===== src/rtl/eth_pkg.sv =====
// eth_pkg: constants shared by the MAC and its TX-side arbiter
package eth_pkg;
  localparam logic [1:0] ST_IDLE  = 2'd0;
  localparam logic [1:0] ST_PASS  = 2'd1;
  localparam logic [1:0] ST_DRAIN = 2'd2;
  localparam int ETH_MAX_FRAME_BYTES = 1514;
  localparam int ETH_BYTE_W = 8;
endpackage


===== src/rtl/eth_rr_pick.sv =====
// eth_rr_pick: combinational round-robin picker searching upward from one past the last winner
module eth_rr_pick #(
  parameter int NUM_PORTS = 4,
  parameter int IW = $clog2(NUM_PORTS)
) (
  input  logic [NUM_PORTS-1:0] req,
  input  logic [IW-1:0]        last,
  output logic [NUM_PORTS-1:0] grant,
  output logic [IW-1:0]        idx,
  output logic                 valid
);
  logic [IW-1:0] c;
  always_comb begin
    grant = '0;
    idx = '0;
    valid = 1'b0;
    c = '0;
    for (int k = 1; k <= NUM_PORTS; k++) begin
      c = IW'((int'(last) + k) % NUM_PORTS);
      if (!valid && req[c]) begin
        valid = 1'b1;
        idx = c;
        grant[c] = 1'b1;
      end
    end
  end
endmodule


===== src/rtl/eth_tx_arbiter.sv =====
// eth_tx_arbiter: frame-granular round-robin mux of AXI-Stream sources onto the MAC TX byte stream
module eth_tx_arbiter
  import eth_pkg::*;
#(
  parameter int NUM_PORTS = 4,
  parameter int MAX_FRAME_BYTES = ETH_MAX_FRAME_BYTES,
  parameter int CNT_W = 16
) (
  input  logic                          clk,
  input  logic                          rst,
  input  logic [NUM_PORTS*ETH_BYTE_W-1:0] s_axis_tdata,
  input  logic [NUM_PORTS-1:0]          s_axis_tvalid,
  input  logic [NUM_PORTS-1:0]          s_axis_tlast,
  output logic [NUM_PORTS-1:0]          s_axis_tready,
  output logic [ETH_BYTE_W-1:0]         m_axis_tdata,
  output logic                          m_axis_tvalid,
  output logic                          m_axis_tlast,
  input  logic                          m_axis_tready,
  input  logic [NUM_PORTS-1:0]          port_enable,
  output logic [NUM_PORTS-1:0]          grant,
  output logic                          busy,
  output logic [NUM_PORTS*CNT_W-1:0]    frame_count,
  output logic [CNT_W-1:0]              oversize_count
);
  localparam int IW = $clog2(NUM_PORTS);
  localparam int BW = $clog2(MAX_FRAME_BYTES + 1);

  logic [1:0]            state, state_next;
  logic [IW-1:0]         g, last_grant, pick_idx;
  logic [NUM_PORTS-1:0]  pick_grant;
  logic                  pick_valid;
  logic [BW-1:0]         byte_cnt;
  logic [ETH_BYTE_W-1:0] sel_data;
  logic                  sel_valid, sel_last, at_max, beat, frame_end;

  eth_rr_pick #(.NUM_PORTS(NUM_PORTS)) u_pick (
    .req   (s_axis_tvalid & port_enable),
    .last  (last_grant),
    .grant (pick_grant),
    .idx   (pick_idx),
    .valid (pick_valid)
  );

  always_comb begin
    sel_data = '0;
    for (int p = 0; p < NUM_PORTS; p++)
      sel_data = grant[p] ? s_axis_tdata[p*ETH_BYTE_W +: ETH_BYTE_W] : sel_data;
  end

  assign sel_valid = s_axis_tvalid[g];
  assign sel_last  = s_axis_tlast[g];
  assign at_max    = byte_cnt == BW'(MAX_FRAME_BYTES - 1);
  assign beat      = m_axis_tvalid && m_axis_tready;
  assign frame_end = (beat && sel_last) || (state == ST_DRAIN && sel_valid && sel_last);

  always_ff @(posedge clk or posedge rst)
    if (rst) state <= ST_IDLE;
    else state <= state_next;

  always_comb
    state_next = (state == ST_IDLE) ? (pick_valid ? ST_PASS : ST_IDLE)
               : (state == ST_PASS) ? (beat && sel_last ? ST_IDLE : beat && at_max ? ST_DRAIN : ST_PASS)
               : (sel_valid && sel_last) ? ST_IDLE : ST_DRAIN;

  always_comb begin
    m_axis_tdata  = (state == ST_PASS) ? sel_data : '0;
    m_axis_tvalid = (state == ST_PASS) && sel_valid;
    m_axis_tlast  = (state == ST_PASS) && (sel_last || at_max);
    s_axis_tready = (state == ST_PASS) ? (grant & {NUM_PORTS{m_axis_tready}})
                  : (state == ST_DRAIN) ? grant : '0;
    busy          = state != ST_IDLE;
  end

  // A truncated frame counts as completed at its forced tlast; the drain only discards
  always_ff @(posedge clk or posedge rst)
    if (rst) begin
      grant          <= '0;
      g              <= '0;
      last_grant     <= IW'(NUM_PORTS - 1);
      byte_cnt       <= '0;
      frame_count    <= '0;
      oversize_count <= '0;
    end else begin
      if (state == ST_IDLE && pick_valid) begin
        grant <= pick_grant;
        g     <= pick_idx;
      end
      if (beat) byte_cnt <= byte_cnt + 1'b1;
      if (beat && (sel_last || at_max))
        for (int p = 0; p < NUM_PORTS; p++)
          if (grant[p]) frame_count[p*CNT_W +: CNT_W] <= frame_count[p*CNT_W +: CNT_W] + 1'b1;
      if (beat && at_max && !sel_last) oversize_count <= oversize_count + 1'b1;
      if (frame_end) begin
        grant      <= '0;
        last_grant <= g;
        byte_cnt   <= '0;
      end
    end
endmodule


===== config.mk =====
export PLATFORM = sky130hd
export DESIGN_NAME = eth_tx_arbiter
export DESIGN_NICKNAME = d
export VERILOG_FILES = /design/src/rtl/eth_pkg.sv /design/src/rtl/eth_rr_pick.sv /design/src/rtl/eth_tx_arbiter.sv
export SDC_FILE = /design/constraint.sdc
export NUM_CORES = 1
export LEC_CHECK = 0
export CORE_ASPECT_RATIO = 0.5
export CORE_MARGIN = 5
export CORE_UTILIZATION = 40
export DETAILED_ROUTE_END_ITERATION = 12
export PLACE_DENSITY_LB_ADDON = 0.1
export SLEW_MARGIN = 40
export SYNTH_ARGS = -nofsm -noshare
export SYNTH_HDL_FRONTEND = slang
export SYNTH_SLANG_ARGS = --single-unit

===== constraint.sdc =====
create_clock -name clk -period 3.9 [get_ports clk]
set_input_delay 0.975 -clock clk [delete_from_list [all_inputs] [get_ports clk]]
set_output_delay 0.975 -clock clk [all_outputs]
set_load 0.005 [all_outputs]

Word level (Yosys, flattened, before mapping) --
Index checks and enable logic that the tools add are counted.
Storage, ports and cells: flip-flop bits (word level) 101, memory bits (read-only) 0, memories 0, latch bits 0, output and inout bits 99, bits in writable memories 0, logic and storage cells 118, input bits 47
Cells by class: order comparisons 9, reductions and logical operators 32, bitwise logic cells 5, multiply operators 0, shift-type cells 0, muxes and demuxes 49, eq/ne operators 3, div/mod/pow operators 0, add/subtract/negate cells 10
Operators by type and width (number):
- $add A16 B1 Y16 const B | 5
- $mux W8 | 5
- $mux W4 | 8
- $mux W11 | 2
- $logic_and A1 B1 Y1 | 18
- $mux W2 | 9
- $lt A2 B3 Y1 const B | 5
- $mux W1 | 15
- $bmux W1 S2 | 6
- $or A4 B4 Y4 | 3
- $add A11 B1 Y11 const B | 1
- $eq A11 B11 Y1 const B | 1
- $and A4 B4 Y4 | 2
- $demux W1 S2 | 4
- $ge A2 B1 Y1 const B | 4
- $reduce_and A2 Y1 | 4
- $reduce_bool A2 Y1 | 3
- $add A2 B1 Y2 const B | 2
- $add A2 B2 Y2 const B | 2
- $logic_not A1 Y1 | 4
- $eq A2 B1 Y1 const B | 1
- $eq A2 B2 Y1 const B | 1
- $logic_not A2 Y1 | 1
- $logic_or A1 B1 Y1 | 2

Depth between registers and ports, before layout --
Gate-level depths: netlist (run 1).
depth after elaboration 16, mapped depth 8, gate-level depth less buffers 7

Hierarchy --
Synthesis (run 1) repeated with hierarchy kept, for this count alone.
Second synthesis, totals: cells, all modules 572, area total of the unflattened synthesis 5941.9 um2
Modules (own cells, without submodules):
- eth_tx_arbiter | seq. area each 2529.9 um2, cells an instance 504, times used 1, area an instance 5416.4 um2
- eth_rr_pick | seq. area each 0.0 um2, cells an instance 68, times used 1, area an instance 525.5 um2

Least setup slack after synthesis (run 1) --
Ideal clock, no wire load.
path type input port to output port, start input s_axis_tlast[3], end output m_axis_tlast, arrival 2076 ps, required time 2925 ps, setup slack 849 ps, cell stages on the path 4, buffers on the path 1, cells stage by stage mux4_2 > a41o_2 > buf_2 > and2_1
Between the ends: cells in the longest elaborated chain, start to end 4
Ends and longest elaborated chain:
- start, declared | RTL line eth_tx_arbiter.sv:13 | input logic [NUM_PORTS-1:0] s_axis_tlast,
- $bmux W1 S2 | RTL line eth_tx_arbiter.sv:51 | assign sel_last = s_axis_tlast[g];
- $mux W1 (not written as such) | RTL line eth_tx_arbiter.sv:51
- $logic_or A1 B1 Y1 | RTL line eth_tx_arbiter.sv:68 | m_axis_tlast = (state == ST_PASS) && (sel_last || at_max);
- $logic_and A1 B1 Y1 | RTL line eth_tx_arbiter.sv:68
- end, declared | RTL line eth_tx_arbiter.sv:17 | output logic m_axis_tlast,
Every way passes these cells. The select of a mux whose other input is x is not followed.

Worst setup path in the final report (run 1) --
Same ends and word-level chain as after synthesis.

==> results by group, run 1 <==
Run status
  • Outcome: finished, final reports clean

Logic synthesis
  • Syn_area_per_cell: between 9 and 10 sq um
  • Register area share after synthesis: 46.29%
  • Yosys cell types: 47
  • Seq cells post-synth: 101
  • Synth area leader: dfrtp_1
  • Area share of the largest cell type after synthesis: 45.33%
  • Ys async rst share: 100.0%
  • Post-synthesis net count: 619
  • Mapped Cells: 557
  • Top cells by area, synth: dfrtp_1 45%, xor2_1 8.3%, xnor2_1 5.0%
  • Synth Warn #: 0
  • Post-synth EDFFs: 0
  • Post-Syn Area: roughly 0.0055 sq mm
  • Main synth FF type: dfrtp_1

Timing
  • Max Freq: 0.2677 GHz
  • Final setup violation count: 0
  • Fin crit period: between 3000 and 4000 ps
  • Hold Fails Final Rpt: 0
  • Period utilization: between 90 and 100%
  • Final clock skew: 10.52 ps
  • Slew @ Worst Pin: 724.9 ps
  • Max_slew headroom: 51.67%
  • Setup TNS: 0 ps
  • Max-slew violations: 0
  • Unrepaired setup endpoints after global routing: false

Clock tree
  • CTS Buf Count: 9
  • Post-CTS resize count: 0
  • Clock latency on the worst-skew pair: around 350 ps
  • TritonCTS sink count: ~100
  • Root Buffer: clkbuf_16
  • Worst-path clk slew: 70 ps
  • CTS tree: done
  • H-tree depth: 3
  • Clk buf depth: 2
  • Hold buffers post-CTS: 0
  • # Post-CTS Setup Buffers: 0

Critical path
  • Reg2reg setup slack: 1440 ps
  • Worst path max stage delay: ~500 ps
  • Cell-by-cell trace of the critical path: clkdlybuf4s50_1, mux4_2, a41o_2, and2_1, clkdlybuf4s50_1
  • Top cell by count, worst path: clkdlybuf4s50_1
  • Critical path's slowest cell: mux4_2
  • Largest fanout on the critical path: 2
  • Critical path class: input port to primary output
  • Worst EP arrival: approximately 2800 ps
  • Worst path required time: 2920 ps
  • Startpoint Class: input port
  • CP endpoint kind: primary output

Cells and area
  • P&R area growth vs syn: 35.83%
  • FILL cells: 1,233
  • Commonest cells after routing, fill and taps aside: 145 x clkdlybuf4s50_1, 99 x dfrtp_1, 61 x nor2_1, 52 x xor2_1, 50 x nand2_1
  • Inserted Diodes: 0
  • Final net count: about 770
  • Commonest non-fill, non-tap cell in the layout: clkdlybuf4s50_1
  • Layout cells sized above 1: 6.488%
  • Fin area: between 0.007 and 0.008 sq mm

Detailed routing
  • Initial drt markers: roughly 240
  • Routed WL per cell: 15.60 microns
  • Vias per cell: 5.190
  • Number of nets with antenna violations after routing: 0
  • Routed wire length: 13.81 mm
  • Vias: 4,593
  • DRC Markers: 0
  • DR pass1 iterations: 4

Floorplanning
  • Core outline area: 0.01348 sq mm
  • FP Rows: 30
  • Initial Util: 40.56%
  • Die Footprint: 0.01624 sq mm
  • Chip width: 175.3 microns
  • Io pins: 146
  • Die Ht: about 93 microns

Power and ir drop
  • Maximum vdd drop: 0.2458 mV
  • Leakage power: 3.285 nW
  • Power per cell area: 495.5 mW/mm^2

GRT
  • First-pass GRT wire length: 22.72 mm
  • Vias in the first global route: around 4,400
  • Tot GR Track Use: 17.11%
  • Initial antenna violation count: 0
  • Grt ovf: 0
  • Largest net degree at the start of global routing: 55

Placement
  • GP Congestion: roughly 0.8
  • HPWL after DPL: a little over 10 mm
  • Placement Cell Area: 0.007119 sq mm
  • Port Buffers: 145

Worst hold path
  • Min-Delay Path Class: flip-flop to flip-flop

Flow run
  • Max_cap viols: 0
==> power by group <==
group | internal [mW] | total [mW] | switching [mW]
sequential | 1.18 | 1.41 | 0.232
combinational | 0.700 | 1.33 | 0.634
clock | 0.510 | 0.931 | 0.421
==> flip-flops by register name, summed over array words and instances, names as in the netlist <==
register / flops
byte_cnt: 11
last_grant: 2
g: 2
state: 2
frame_count: 64
grant: 4
oversize_count: 16
==> synth_stat cells, types with 3 or more instances <==
cell type	number
nand2_1	50
nand4_2	3
nor2_1	61
a221oi_1	12
and3_1	9
ha_1	15
a31oi_1	4
and4_1	6
a21oi_1	28
nor3_1	30
buf_6	3
mux4_2	4
inv_1	13
mux2_2	4
nor2b_1	17
and2_1	9
xnor2_1	31
nand4_1	24
dfrtp_1	99
clkbuf_1	9
nand3_1	33
o21ai_0	9
xor2_1	52
==> cells by family after synthesis <==
family / Yosys count / synth area share (%)
buffers and inverters: 30 / 2.587
muxes: 10 / 3.228
adders and majority gates: 15 / 3.434
and+or+nand+nor: 255 / 23.86
AOI/OAI and AO/OA: 63 / 7.303
DFF: 101 / 46.29
xor gates and xnor gates: 83 / 13.30
==> routing by layer <==
metal	routed length [microns]	vias up	share of wire, %	GRT usage (%)
met4	115	0	0.83	3.723
met2	6487	92	47	27.84
met5	0	-	0	0
met1	6592	2237	48	23.18
li1	-	2252	-	-
met3	614	12	4.4	4.445
==> worst paths after layout <==
path | depth (start not counted) | startpoint | endpoint
setup / recovery | 5 | s_axis_tlast[3] | m_axis_tlast
hold / removal | 1 | frame_count[47]$_DFFE_PP0P_ | frame_count[47]$_DFFE_PP0P_
setup reg to reg | 6 | last_grant[0]$_DFFE_PP1N_ | g[0]$_DFFE_PP0P_
hold reg to reg | 1 | frame_count[47]$_DFFE_PP0P_ | frame_count[47]$_DFFE_PP0P_
max in group asynchronous | 3 | rst | last_grant[0]$_DFFE_PP1N_
min in group asynchronous | 2 | rst | frame_count[4]$_DFFE_PP0P_
==> cell type report <==
type                    count  area [sq um]  area share, %
clock buffers              10         229.0          3.084
flip-flops and latches    101          2530          34.08
repair buffers            153          1524          20.53
well taps                 176         220.2          2.966
multi-input cells         426          2794          37.64
inverters                  13         51.30         0.6911
clock inverters             6         75.07          1.011
==> critical path: cells and delay by family <==
kind | cells | cell delay, ps
muxes | 1 | 500
buffers and inverters | 2 | 840
and+or+nand+nor | 1 | 170
AOI/OAI and AO/OA | 1 | 260
==> metrics by stage <==
step                      cells  util, %  power, mW  hold slack, ps  setup slack [ps]
after floorplan             557        -      2.139           464.7             281.2
after detailed placement    869    52.83      2.775           461.7             145.4
final                       885    55.09      3.678           465.5             164.2
after CTS                   885    55.09      3.719           471.7             144.5
after global routing        885    55.09      3.923           506.1             129.9
after global placement      869    52.83      2.766           455.8             155.1
No activity file was read; power rests on OpenSTA's default activity.
==> inputs of run 2 (changes only) <==
--- a/config.mk
+++ b/config.mk
@@ -6,7 +6,6 @@
 export NUM_CORES = 1
 export LEC_CHECK = 0
 export CORE_ASPECT_RATIO = 0.5
-export CORE_MARGIN = 5
 export CORE_UTILIZATION = 40
 export DETAILED_ROUTE_END_ITERATION = 12
 export PLACE_DENSITY_LB_ADDON = 0.1
==> constraint.sdc (replaced) <==
create_clock -name clk -period 3.8 [get_ports clk]
set_input_delay 0.95 -clock clk [delete_from_list [all_inputs] [get_ports clk]]
set_output_delay 0.95 -clock clk [all_outputs]
set_load 0.005 [all_outputs]
==> run 2 against run 1 <==
  * Count of clock-buffer cells in the layout grew 1
  * Via count is 1.2% lower
  * Clock skew rose by 1.6 ps
  * Largest cell class unchanged
  * Critical endpoint unchanged
==> results by group, run 2 (same netlist as run 1, synthesis figures left out) <==
GRT
  • Initial antenna violation count: 0 (unchanged)
  • First-pass GRT wire length: 21.42 mm (-5.7%)
  • Largest net degree at the start of global routing: 64 (+16%)
  • Grt ovf: 0 (unchanged)
  • Tot GR Track Use: 18.71% (+1.6 points)
  • Vias in the first global route: 4,339 (-1.5%)

Cells and area
  • Final net count: 766 (unchanged)
  • Max reg flops: 64 (unchanged)
  • P&R area growth vs syn: 35.37%
  • FILL cells: 1,178 (-4.5%)
  • Regs by FF count: frame_count x64, oversize_count x16, byte_cnt x11
  • Top reg by flops: frame_count
  • Inserted Diodes: 0 (unchanged)
  • Commonest non-fill, non-tap cell in the layout: clkdlybuf4s50_1
  • Layout cells sized above 1: 6.488% (unchanged)
  • Commonest cells after routing, fill and taps aside: 145 x clkdlybuf4s50_1, 99 x dfrtp_1, 61 x nor2_1, 52 x xor2_1, 50 x nand2_1

Timing
  • Unrepaired setup endpoints after global routing: false
  • Hold Fails Final Rpt: 0 (unchanged)
  • Max_slew headroom: 51.03% (-0.65 points)
  • Max Freq: 0.2717 GHz
  • Max-slew violations: 0 (unchanged)
  • Final clock skew: 12.16 ps (+1.637 ps)
  • Period utilization: between 90% and 100%
  • Final setup violation count: 0 (unchanged)
  • Fin crit period: about 3700 ps
  • Setup TNS: 0 ps (unchanged)
  • Slew @ Worst Pin: 734.6 ps (+9.721 ps)
  • Fin worst setup slack: 118.9 ps (-45.28 ps)

Detailed routing
  • Routed wire length: 12.99 mm (-6.0%)
  • Vias: 4,538 (-1.2%)
  • Routed WL per cell: 14.77 microns (-5.3%)
  • DR WL met2: 6.169 mm (-4.9%)
  • DR pass1 iterations: 5 (+1)
  • DRC Markers: 0 (unchanged)
  • Top sig layer: met4
  • Met3 WL: 453 microns (-26%)
  • M1 wire length: 6.300 mm (-4.4%)
  • Vias per cell: 5.163 (-0.52%)
  • Number of nets with antenna violations after routing: 0 (unchanged)
  • Initial drt markers: 270 (+13%)

Power and ir drop
  • Leakage power: 3.273 nW (-0.36%)
  • Switching part of the total power: 34.98% (about the same)
  • Internal: 2.401 mW (+0.43%)
  • Comb power frac: 36.7% (+0.4 points)
  • Maximum vdd drop: 0.2493 mV (+1.4%)
  • Seq pwr share: 39.5% (+1.1 points)
  • Clock share of power: 23.8% (-1.5 points)
  • Power per cell area: 499.1 mW/mm^2 (+0.73%)
  • Psw: 1.291 mW (+0.31%)

Clock tree
  • Clock latency on the worst-skew pair: 340 ps (about the same)
  • Hold buffers post-CTS: 0 (unchanged)
  • Clk buf depth: 2 (unchanged)
  • CTS Buf Count: 9 (unchanged)
  • TritonCTS sink count: 101 (unchanged)
  • H-tree depth: 3 (unchanged)
  • Post-CTS resize count: 0 (unchanged)
  • Root Buffer: clkbuf_16
  • Worst-path clk slew: 70 ps (about the same)
  • CTS tree: done
  • # Post-CTS Setup Buffers: 0 (unchanged)

Critical path
  • CP Capture Point: m_axis_tlast
  • CP Launch Point: s_axis_tlast[3]
  • Worst EP arrival: 2730 ps (-30 ps)
  • Crit Reg-Reg Endpoint: frame_count[33]$_DFFE_PP0P_
  • R2R cell count: 6 (unchanged)
  • Worst path required time: 2850 ps (-70 ps)
  • Reg2reg setup slack: 1330 ps (-110 ps)
  • Reg2reg start: g[0]$_DFFE_PP0P_
  • Startpoint Class: input port
  • Critical path class: input port to primary output
  • Largest fanout on the critical path: 2 (unchanged)
  • CP endpoint kind: primary output

Floorplanning
  • Initial Util: 42.07% (+1.5 points)
  • Core outline area: 0.01299 sq mm (-3.6%)
  • Die Footprint: 0.01416 sq mm (-13%)
  • Die Ht: 84.66 microns (-8.6%)
  • FP Rows: 29 (-3.3%)
  • Io pins: 146 (unchanged)
  • Chip width: 167.3 microns (-4.6%)

Placement
  • Place WS: 109.7 ps (-35.73 ps)
  • GP Congestion: 0.8630 (+7.3%)
  • Port Buffers: 145 (unchanged)
  • HPWL after DPL: 9.603 mm (-7.1%)

Worst hold path
  • Min-Delay Path Class: flip-flop to flip-flop

Run status
  • Outcome: finished, final reports clean

Flow run
  • Max_cap viols: 0 (unchanged)
-- run 2: metal layers --
metal  track usage, %  up-vias
met5                0        -
met4            3.753        0
met3            3.395        6
met2            30.80       91
met1            25.96     2188
li1                 -     2253
-- run 2: per-stage QoR --
stage                     cell area, sq um  util (%)  std cells  total power [mW]  hold WS, ps
after floorplan                       5465         -        557             2.195        464.7
after global placement                7112     54.75        863             2.820        455.8
after detailed placement              7112     54.75        863             2.840        457.8
after CTS                             7398     56.95        879             3.737        470.6
after global routing                  7398     56.95        879             3.938        489.9
final                                 7398     56.95        879             3.692        464.0
-- run 2: layout make-up --
type	instances	area [sq um]	area share, %
multi-input combinational	426	2794	37.76
sequential	101	2530	34.20
timing repair buffer	153	1524	20.60
clock buffer	11	242.7	3.281
tap	170	212.7	2.875
inverter	13	51.30	0.6934
clock inverter	5	43.79	0.5919
-- run 2: power groups by stage --
stage,clock (mW),combinational (mW),sequential (mW)
final,0.880,1.35,1.46
after global placement,0,1.35,1.47
after detailed placement,0,1.36,1.48
after floorplan,0,0.818,1.38
after CTS,0.914,1.37,1.46
after global routing,0.950,1.50,1.49
-- run 2: critical path, stage by stage --
cell and delay [ps]:
clkdlybuf4s50_1 390, mux4_2 510, a41o_2 270, and2_1 150, clkdlybuf4s50_1 460
-- run 2: worst min path at each step --
stage                                            from                     endpoint  slack [ps]  depth (start not counted)
after floorplan           frame_count[15]$_DFFE_PP0P_  frame_count[15]$_DFFE_PP0P_         460                          1
after global placement    frame_count[47]$_DFFE_PP0P_  frame_count[47]$_DFFE_PP0P_         460                          1
after detailed placement  frame_count[15]$_DFFE_PP0P_  frame_count[15]$_DFFE_PP0P_         460                          1
after CTS                 frame_count[15]$_DFFE_PP0P_  frame_count[15]$_DFFE_PP0P_         470                          1
after global routing      frame_count[47]$_DFFE_PP0P_  frame_count[47]$_DFFE_PP0P_         490                          1
final                     frame_count[15]$_DFFE_PP0P_  frame_count[15]$_DFFE_PP0P_         460                          1
